[config.mk]
export PLATFORM = sky130hd
export DESIGN_NAME = pipe_reg_bank
export DESIGN_NICKNAME = d
export VERILOG_FILES = /design/src/rtl/pipe_reg_bank_pkg.sv /design/src/rtl/pipe_reg_bank_stage.sv /design/src/rtl/pipe_reg_bank.sv
export SDC_FILE = /design/constraint.sdc
export NUM_CORES = 1
export LEC_CHECK = 0
export CORE_AREA = 2 2 568 570
export CTS_BUF_LIST = sky130_fd_sc_hd__clkbuf_4
export CTS_CLUSTER_SIZE = 12
export DETAILED_ROUTE_END_ITERATION = 8
export DIE_AREA = 0 0 570 572
export PLACE_DENSITY_LB_ADDON = 0.08
export SYNTH_ARGS = -nofsm -noshare
export SYNTH_HDL_FRONTEND = slang
export SYNTH_SLANG_ARGS = --single-unit
export TNS_END_PERCENT = 10
[constraint.sdc]
create_clock -name clk -period 0.84 [get_ports clk]
set_input_delay 0.126 -clock clk [delete_from_list [all_inputs] [get_ports clk]]
set_output_delay 0.126 -clock clk [all_outputs]
set_load 0.005 [all_outputs]
[src/rtl/pipe_reg_bank_pkg.sv]
// Shared y86 pipeline definitions: stat codes, special icode/register IDs,
// the four inter-stage bundle layouts and the bubble value of each bundle.
package pipe_reg_bank_pkg;

  localparam logic [2:0] STAT_AOK = 3'd1;
  localparam logic [2:0] STAT_HLT = 3'd2;
  localparam logic [2:0] STAT_ADR = 3'd3;
  localparam logic [2:0] STAT_INS = 3'd4;

  localparam logic [3:0] INOP  = 4'h1;
  localparam logic [3:0] RNONE = 4'hF;

  // Field order is MSB first; widths sum to 147 / 219 / 144 / 143 bits.
  typedef struct packed {
    logic [2:0]  stat;
    logic [3:0]  icode;
    logic [3:0]  ifun;
    logic [3:0]  rA;
    logic [3:0]  rB;
    logic [63:0] valC;
    logic [63:0] valP;
  } d_bus_t;

  typedef struct packed {
    logic [2:0]  stat;
    logic [3:0]  icode;
    logic [3:0]  ifun;
    logic [63:0] valC;
    logic [63:0] valA;
    logic [63:0] valB;
    logic [3:0]  dstE;
    logic [3:0]  dstM;
    logic [3:0]  srcA;
    logic [3:0]  srcB;
  } e_bus_t;

  typedef struct packed {
    logic [2:0]  stat;
    logic [3:0]  icode;
    logic        Cnd;
    logic [63:0] valE;
    logic [63:0] valA;
    logic [3:0]  dstE;
    logic [3:0]  dstM;
  } m_bus_t;

  typedef struct packed {
    logic [2:0]  stat;
    logic [3:0]  icode;
    logic [63:0] valE;
    logic [63:0] valM;
    logic [3:0]  dstE;
    logic [3:0]  dstM;
  } w_bus_t;

  localparam d_bus_t D_BUBBLE = '{stat: STAT_AOK, icode: INOP, ifun: 4'h0,
                                  rA: RNONE, rB: RNONE, valC: 64'd0, valP: 64'd0};

  localparam e_bus_t E_BUBBLE = '{stat: STAT_AOK, icode: INOP, ifun: 4'h0,
                                  valC: 64'd0, valA: 64'd0, valB: 64'd0,
                                  dstE: RNONE, dstM: RNONE, srcA: RNONE, srcB: RNONE};

  localparam m_bus_t M_BUBBLE = '{stat: STAT_AOK, icode: INOP, Cnd: 1'b0,
                                  valE: 64'd0, valA: 64'd0, dstE: RNONE, dstM: RNONE};

  localparam w_bus_t W_BUBBLE = '{stat: STAT_AOK, icode: INOP, valE: 64'd0,
                                  valM: 64'd0, dstE: RNONE, dstM: RNONE};

endpackage

[src/rtl/pipe_reg_bank_stage.sv]
// pipe_stage_reg: one pipeline register with optional stall and bubble.
//   clk, rst_n  clock / async active-low reset (loads RESET_VAL)
//   stall       hold current value (ignored when HAS_STALL = 0)
//   bubble      load BUBBLE_VAL   (ignored when HAS_BUBBLE = 0)
//   d, q        next-stage data in, registered data out
// Priority per edge: stall > bubble > load d.
module pipe_stage_reg #(
  parameter int               WIDTH      = 8,
  parameter logic [WIDTH-1:0] BUBBLE_VAL = '0,
  parameter logic [WIDTH-1:0] RESET_VAL  = '0,
  parameter bit               HAS_STALL  = 1'b1,
  parameter bit               HAS_BUBBLE = 1'b1
) (
  input  logic             clk,
  input  logic             rst_n,
  input  logic             stall,
  input  logic             bubble,
  input  logic [WIDTH-1:0] d,
  output logic [WIDTH-1:0] q
);

  logic hold;
  logic load_bubble;

  // Gating by the enables keeps stages without a control structurally free of it.
  assign hold        = HAS_STALL  && stall;
  assign load_bubble = HAS_BUBBLE && bubble;

  always_ff @(posedge clk or negedge rst_n) begin
    if (!rst_n)
      q <= RESET_VAL;
    else if (!hold)
      q <= load_bubble ? BUBBLE_VAL : d;
  end

endmodule

[src/rtl/pipe_reg_bank.sv]
// pipe_reg_bank: F/D/E/M/W pipeline registers plus condition codes.
//   clk, rst_n                   clock / async active-low reset
//   f_predPC -> F_predPC          fetch predicted PC (stall only)
//   f_D -> D, d_E -> E            decode (stall+bubble), execute (bubble only)
//   e_M -> M, m_W -> W            memory (bubble only), write-back (stall only)
//   F_stall, D_stall, D_bubble, E_bubble, M_bubble, W_stall  hazard controls
//   set_cc, e_cc -> CC            {ZF,SF,OF}, loaded when set_cc
//   ctl_err                       sticky: D_stall and D_bubble seen together
module pipe_reg_bank
  import pipe_reg_bank_pkg::*;
(
  input  logic        clk,
  input  logic        rst_n,
  input  logic [63:0] f_predPC,
  output logic [63:0] F_predPC,
  input  d_bus_t      f_D,
  output d_bus_t      D,
  input  e_bus_t      d_E,
  output e_bus_t      E,
  input  m_bus_t      e_M,
  output m_bus_t      M,
  input  w_bus_t      m_W,
  output w_bus_t      W,
  input  logic        F_stall,
  input  logic        D_stall,
  input  logic        D_bubble,
  input  logic        E_bubble,
  input  logic        M_bubble,
  input  logic        W_stall,
  input  logic        set_cc,
  input  logic [2:0]  e_cc,
  output logic [2:0]  CC,
  output logic        ctl_err
);

  localparam logic [2:0] CC_RESET = 3'b100;  // ZF=1, SF=0, OF=0

  pipe_stage_reg #(.WIDTH(64), .BUBBLE_VAL(64'd0), .RESET_VAL(64'd0),
                   .HAS_STALL(1'b1), .HAS_BUBBLE(1'b0)) u_stage_f (
    .clk(clk), .rst_n(rst_n), .stall(F_stall), .bubble(1'b0),
    .d(f_predPC), .q(F_predPC));

  pipe_stage_reg #(.WIDTH($bits(d_bus_t)), .BUBBLE_VAL(D_BUBBLE), .RESET_VAL(D_BUBBLE),
                   .HAS_STALL(1'b1), .HAS_BUBBLE(1'b1)) u_stage_d (
    .clk(clk), .rst_n(rst_n), .stall(D_stall), .bubble(D_bubble),
    .d(f_D), .q(D));

  pipe_stage_reg #(.WIDTH($bits(e_bus_t)), .BUBBLE_VAL(E_BUBBLE), .RESET_VAL(E_BUBBLE),
                   .HAS_STALL(1'b0), .HAS_BUBBLE(1'b1)) u_stage_e (
    .clk(clk), .rst_n(rst_n), .stall(1'b0), .bubble(E_bubble),
    .d(d_E), .q(E));

  pipe_stage_reg #(.WIDTH($bits(m_bus_t)), .BUBBLE_VAL(M_BUBBLE), .RESET_VAL(M_BUBBLE),
                   .HAS_STALL(1'b0), .HAS_BUBBLE(1'b1)) u_stage_m (
    .clk(clk), .rst_n(rst_n), .stall(1'b0), .bubble(M_bubble),
    .d(e_M), .q(M));

  pipe_stage_reg #(.WIDTH($bits(w_bus_t)), .BUBBLE_VAL(W_BUBBLE), .RESET_VAL(W_BUBBLE),
                   .HAS_STALL(1'b1), .HAS_BUBBLE(1'b0)) u_stage_w (
    .clk(clk), .rst_n(rst_n), .stall(W_stall), .bubble(1'b0),
    .d(m_W), .q(W));

  always_ff @(posedge clk or negedge rst_n) begin
    if (!rst_n)
      CC <= CC_RESET;
    else if (set_cc)
      CC <= e_cc;
  end

  // D resolves a stall+bubble conflict as a stall inside its stage register;
  // this flag only records that the control block asked for both.
  always_ff @(posedge clk or negedge rst_n) begin
    if (!rst_n)
      ctl_err <= 1'b0;
    else if (D_stall && D_bubble)
      ctl_err <= 1'b1;
  end

endmodule

# Yosys cells after proc, flatten, opt, wreduce, memory -nomap -nowiden
# Cells that the tools add are included.
# totals
inputBits	729
regBits	721
# op_classes
mux	3
reduce_logical	1
# ops
op	count
$mux 219	1
$mux 147	1
$mux 144	1
$logic_and 1x1->1	1

# Logic depth before layout (Yosys ltp)
# logic_depth
ltp_word	1
mapped_depth	5
mapped_depth_nobuf	2

# Cells and area by module
# A second synthesis with hierarchy kept.
# hier_totals
cells_unflattened	1849
area_unflattened_um2	26419.1
# by_module_without_submodules
module	instances	cells_per_inst	area_each_um2	seq_area_each_um2
pipe_stage_reg at u_stage_e	1	462	7005.5	5502.8
pipe_stage_reg at u_stage_d	1	637	6346.1	3691.0
pipe_stage_reg at u_stage_w	1	302	5600.4	3590.9
pipe_stage_reg at u_stage_m	1	304	4642.0	3616.0
pipe_stage_reg at u_stage_f	1	135	2678.8	1601.5
pipe_reg_bank	1	9	146.4	101.3

# Least setup slack after synthesis
# No wires, ideal clock.
# synth_timing
kind	input to register
start	input W_stall
end	register u_stage_w.q[100]
setup_ps	125
slack_ps	-108
arrival_ps	822
t_required_ps	715
n_path_buf	3
cell_stages	4
cell_sequence	buf_6 buf_6 buf_6 mux2_4
# synth_rtl
element	line	rtl
start: declaration	pipe_reg_bank.sv:29	input logic W_stall,
end signal: assignment	pipe_reg_bank_stage.sv:33	q <= load_bubble ? BUBBLE_VAL : d;
end: declaration	pipe_reg_bank_stage.sv:19	output logic [WIDTH-1:0] q
# No word-level cell between the ends.

# Final worst setup path
# layout_timing
start	register u_stage_e.q[15]
end	output E[15] (netlist name)
# layout_rtl
element	line	rtl
start: declaration	pipe_reg_bank_stage.sv:19	
start signal: assignment	pipe_reg_bank_stage.sv:33	
end: declaration	pipe_reg_bank.sv:19	output e_bus_t E,
# No word-level cell between the ends.

==> results.json <==
{
  "start_util_pct": 8.064,
  "fp.dieW_um": 570,
  "ant_nets": 0,
  "core_um2": 319800,
  "crit_path_max_incr_delay_ns": 0.63,
  "critPathRequiredTime_ns": 0.71,
  "peakVddDrop_mv": 0.7623,
  "path_max_fanout": 1,
  "vias": 27570,
  "drv_cap": 0,
  "fin_crit_sh_pct": 248.7,
  "yosysMostFrequentCell": "dfrtp_1",
  "grt_max_degree": 54,
  "fin_area_um2": 63990,
  "synth-edff-count": 0,
  "htreeDepth": 5,
  "dp_cells": 7636,
  "postCtsHoldBufs": 1392,
  "status": "complete, but fails checks",
  "ys.flop_type": "dfrtp_1",
  "finalWirelength_um": 206500,
  "portBuffers": 1449,
  "grt_pass1_vias": 30910,
  "gp_congestion": 0.7611,
  "placed_area_um2": 47760,
  "cts.sinks": 721,
  "max_freq_ghz": 0.4788,
  "yosys.area.top_type": "dfrtp_1",
  "leakage_nw": 28.10,
  "hold_class": "input port to flop",
  "synth_nets": 2576,
  "worst-path-stages": 1,
  "setup_viol": 1242,
  "rsz0062_at_grt": "true",
  "num_rows": 208,
  "antenna_found_initial": 120,
  "synth_top_cells_by_area": "dfrtp_1, nor2b_1, mux2_2, dfstp_2, mux2_4",
  "drive_above_1_share_pct": 27.67,
  "drc_errors": 0,
  "worst_ep_arrival_time_ns": 1.96,
  "yosys_warnings": 0,
  "slew_violations": 0,
  "path_class": "flop to output pin",
  "tightest_slew_ns": 0.7642,
  "syn_inst": 1847,
  "cpMaxStageDelayCell": "dfstp_2",
  "rr_worst_depth": 3,
  "pin_count": 1450,
  "nets": 5857,
  "fin_crit_ns": 2.089,
  "overflow": 0,
  "fin_skew_ns": 0,
  "cp-start-kind": "flop",
  "cp_top_family": "flip-flops",
  "r2r_slack_ns": -0.17,
  "finalHoldViolations": 0,
  "violations": "negative setup slack",
  "dp_hpwl_um": 164300,
  "clock-root-buffer": "clkbuf_4",
  "final_cells": 9574,
  "grt_use_total_pct": 12.33,
  "cts.clk_slew.worst_paths_ns": 0.05,
  "grt_first_pass_wirelength_um": 272800,
  "power_density_nw_per_um2": 1631,
  "clock_latency_ns": 1.19,
  "die_h_um": 572,
  "path_cells": "buf_12",
  "routedWlPerCell_um": 21.57,
  "slew_headroom_pct": 48.88,
  "cts_inserted_buffers": 275,
  "synth.top_cells.by_count": "dfrtp_1, nor2b_1, nand2_1",
  "avgSynthCellArea_um2": 13.97,
  "path_buf_inv": 1,
  "viasPerCell": 2.880,
  "synth_cell_type_count": 19,
  "yosys_register_bits": 721,
  "drtPass1Iterations": 4,
  "drt-initial-drc-count": 624,
  "seq_area_frac_synth_pct": 70.19,
  "area_growth_pct": 148.1,
  "async_flop_share_pct": 100.0,
  "synth_top_cell_area_share_pct": 65.20,
  "fin_ws_ns": -1.249,
  "cts_tree": "built",
  "die-area_um2": 326000,
  "end_kind": "output pin",
  "syn-cell-area_um2": 25790,
  "clock_path_buffers": 4,
  "hold_depth": 3
}
## flip-flops by register name (all words and copies together), names as in the netlist
name	flops
ctl_err	1
u_stage_e.q	219
u_stage_f.q	64
CC	3
u_stage_w.q	143
u_stage_d.q	147
u_stage_m.q	144
## placed cells by master (no fill, tap or decap), types with 30 or more instances in the layout
master	Yosys	final
diode_2	0	47
dlygate4sd3_1	0	1387
clkinv_1	0	30
dfrtp_1	672	661
nor2b_1	305	305
mux2_2	140	140
o21ai_0	145	145
mux2_4	70	70
buf_6	10	115
nand2b_1	136	136
nand2_1	146	146
and2b_1	30	30
dlygate4sd2_1	0	262
clkdlybuf4s50_1	0	721
buf_12	0	81
buf_4	8	239
clkbuf_4	0	430
dfstp_2	49	49
buf_2	32	103
clkbuf_2	1	184
## worst paths after layout
check | start | to
setup / recovery | u_stage_e.q[15]$_DFF_PN1_ | E[15]
hold / removal | W_stall | u_stage_w.q[27]$_DFFE_PN0N_
setup reg to reg | u_stage_w.q[9]$_DFFE_PN0N_ | u_stage_w.q[9]$_DFFE_PN0N_
hold reg to reg | u_stage_d.q[54]$_DFFE_PN0N_ | u_stage_d.q[54]$_DFFE_PN0N_
max in group asynchronous | rst_n | u_stage_m.q[120]$_DFF_PN0_
min in group asynchronous | rst_n | u_stage_d.q[12]$_DFFE_PN0N_
## stage by stage
stage	hold slack [ns]	setup TNS, ns	setup slack [ns]	power (W)	util, %
finish	0.05093	-857.42	-1.249	0.1043	20.00
global route	-0.1313	-1004.31	-1.532	0.1116	19.99
CTS	-0.1994	-1080.15	-1.608	0.1086	20.20
detailed placement	0.2990	-264.55	-0.7407	0.05703	14.93
global placement	0.2981	-267.72	-0.7669	0.05719	14.93
floorplan	-0.1696	-14.45	-0.09050	0.04237	-
## routing by layer
metal | share of wire, % | up-vias | GRT usage, %
li1 | - | 12740 | -
met1 | 37 | 13040 | 12.82
met2 | 49 | 1342 | 21.50
met3 | 11 | 420 | 6.262
met4 | 3.3 | 34 | 3.777
met5 | 0.12 | - | 0
## what timing repair did
| action | in CTS | in global routing |
|---|---|---|
| gates resized for setup | 1069 | 820 |
| gates cloned | 0 | 0 |
| hold endpoints to repair | 1442 | 45 |
| setup endpoints to repair | 780 | 1062 |
| setup buffers | 11 | 13 |
## cell families after synthesis
family / after synthesis / synth area share (%)
compound gates: 148 / 2.896
buf+inv: 112 / 2.197
flops: 721 / 70.19
mux: 210 / 10.19
simple gates: 656 / 14.53
## where the power goes
group / total, W / leakage [nW] / internal [W] / switching [W]
Combinational: 0.0215 / 17.0 / 0.0131 / 0.00832
Sequential: 0.0387 / 8.94 / 0.0373 / 0.00131
Clock: 0.0442 / 2.11 / 0.0242 / 0.0200
## tightest hold or removal path, delay by kind of cell
kind	cells	cell delay (ns)
multiplexers	1	0.19
buffers and inverters	2	0.80
## cell type report
cell class,count,area (um2)
multi-input combinational,1014,7123
fill,35450,255900
clock inverter,46,300.3
clock buffer,430,3228
sequential,721,18120
tap,4200,5255
timing repair buffer,3116,29840
antenna,47,117.6
No activity file was read; power rests on OpenSTA's default activity.
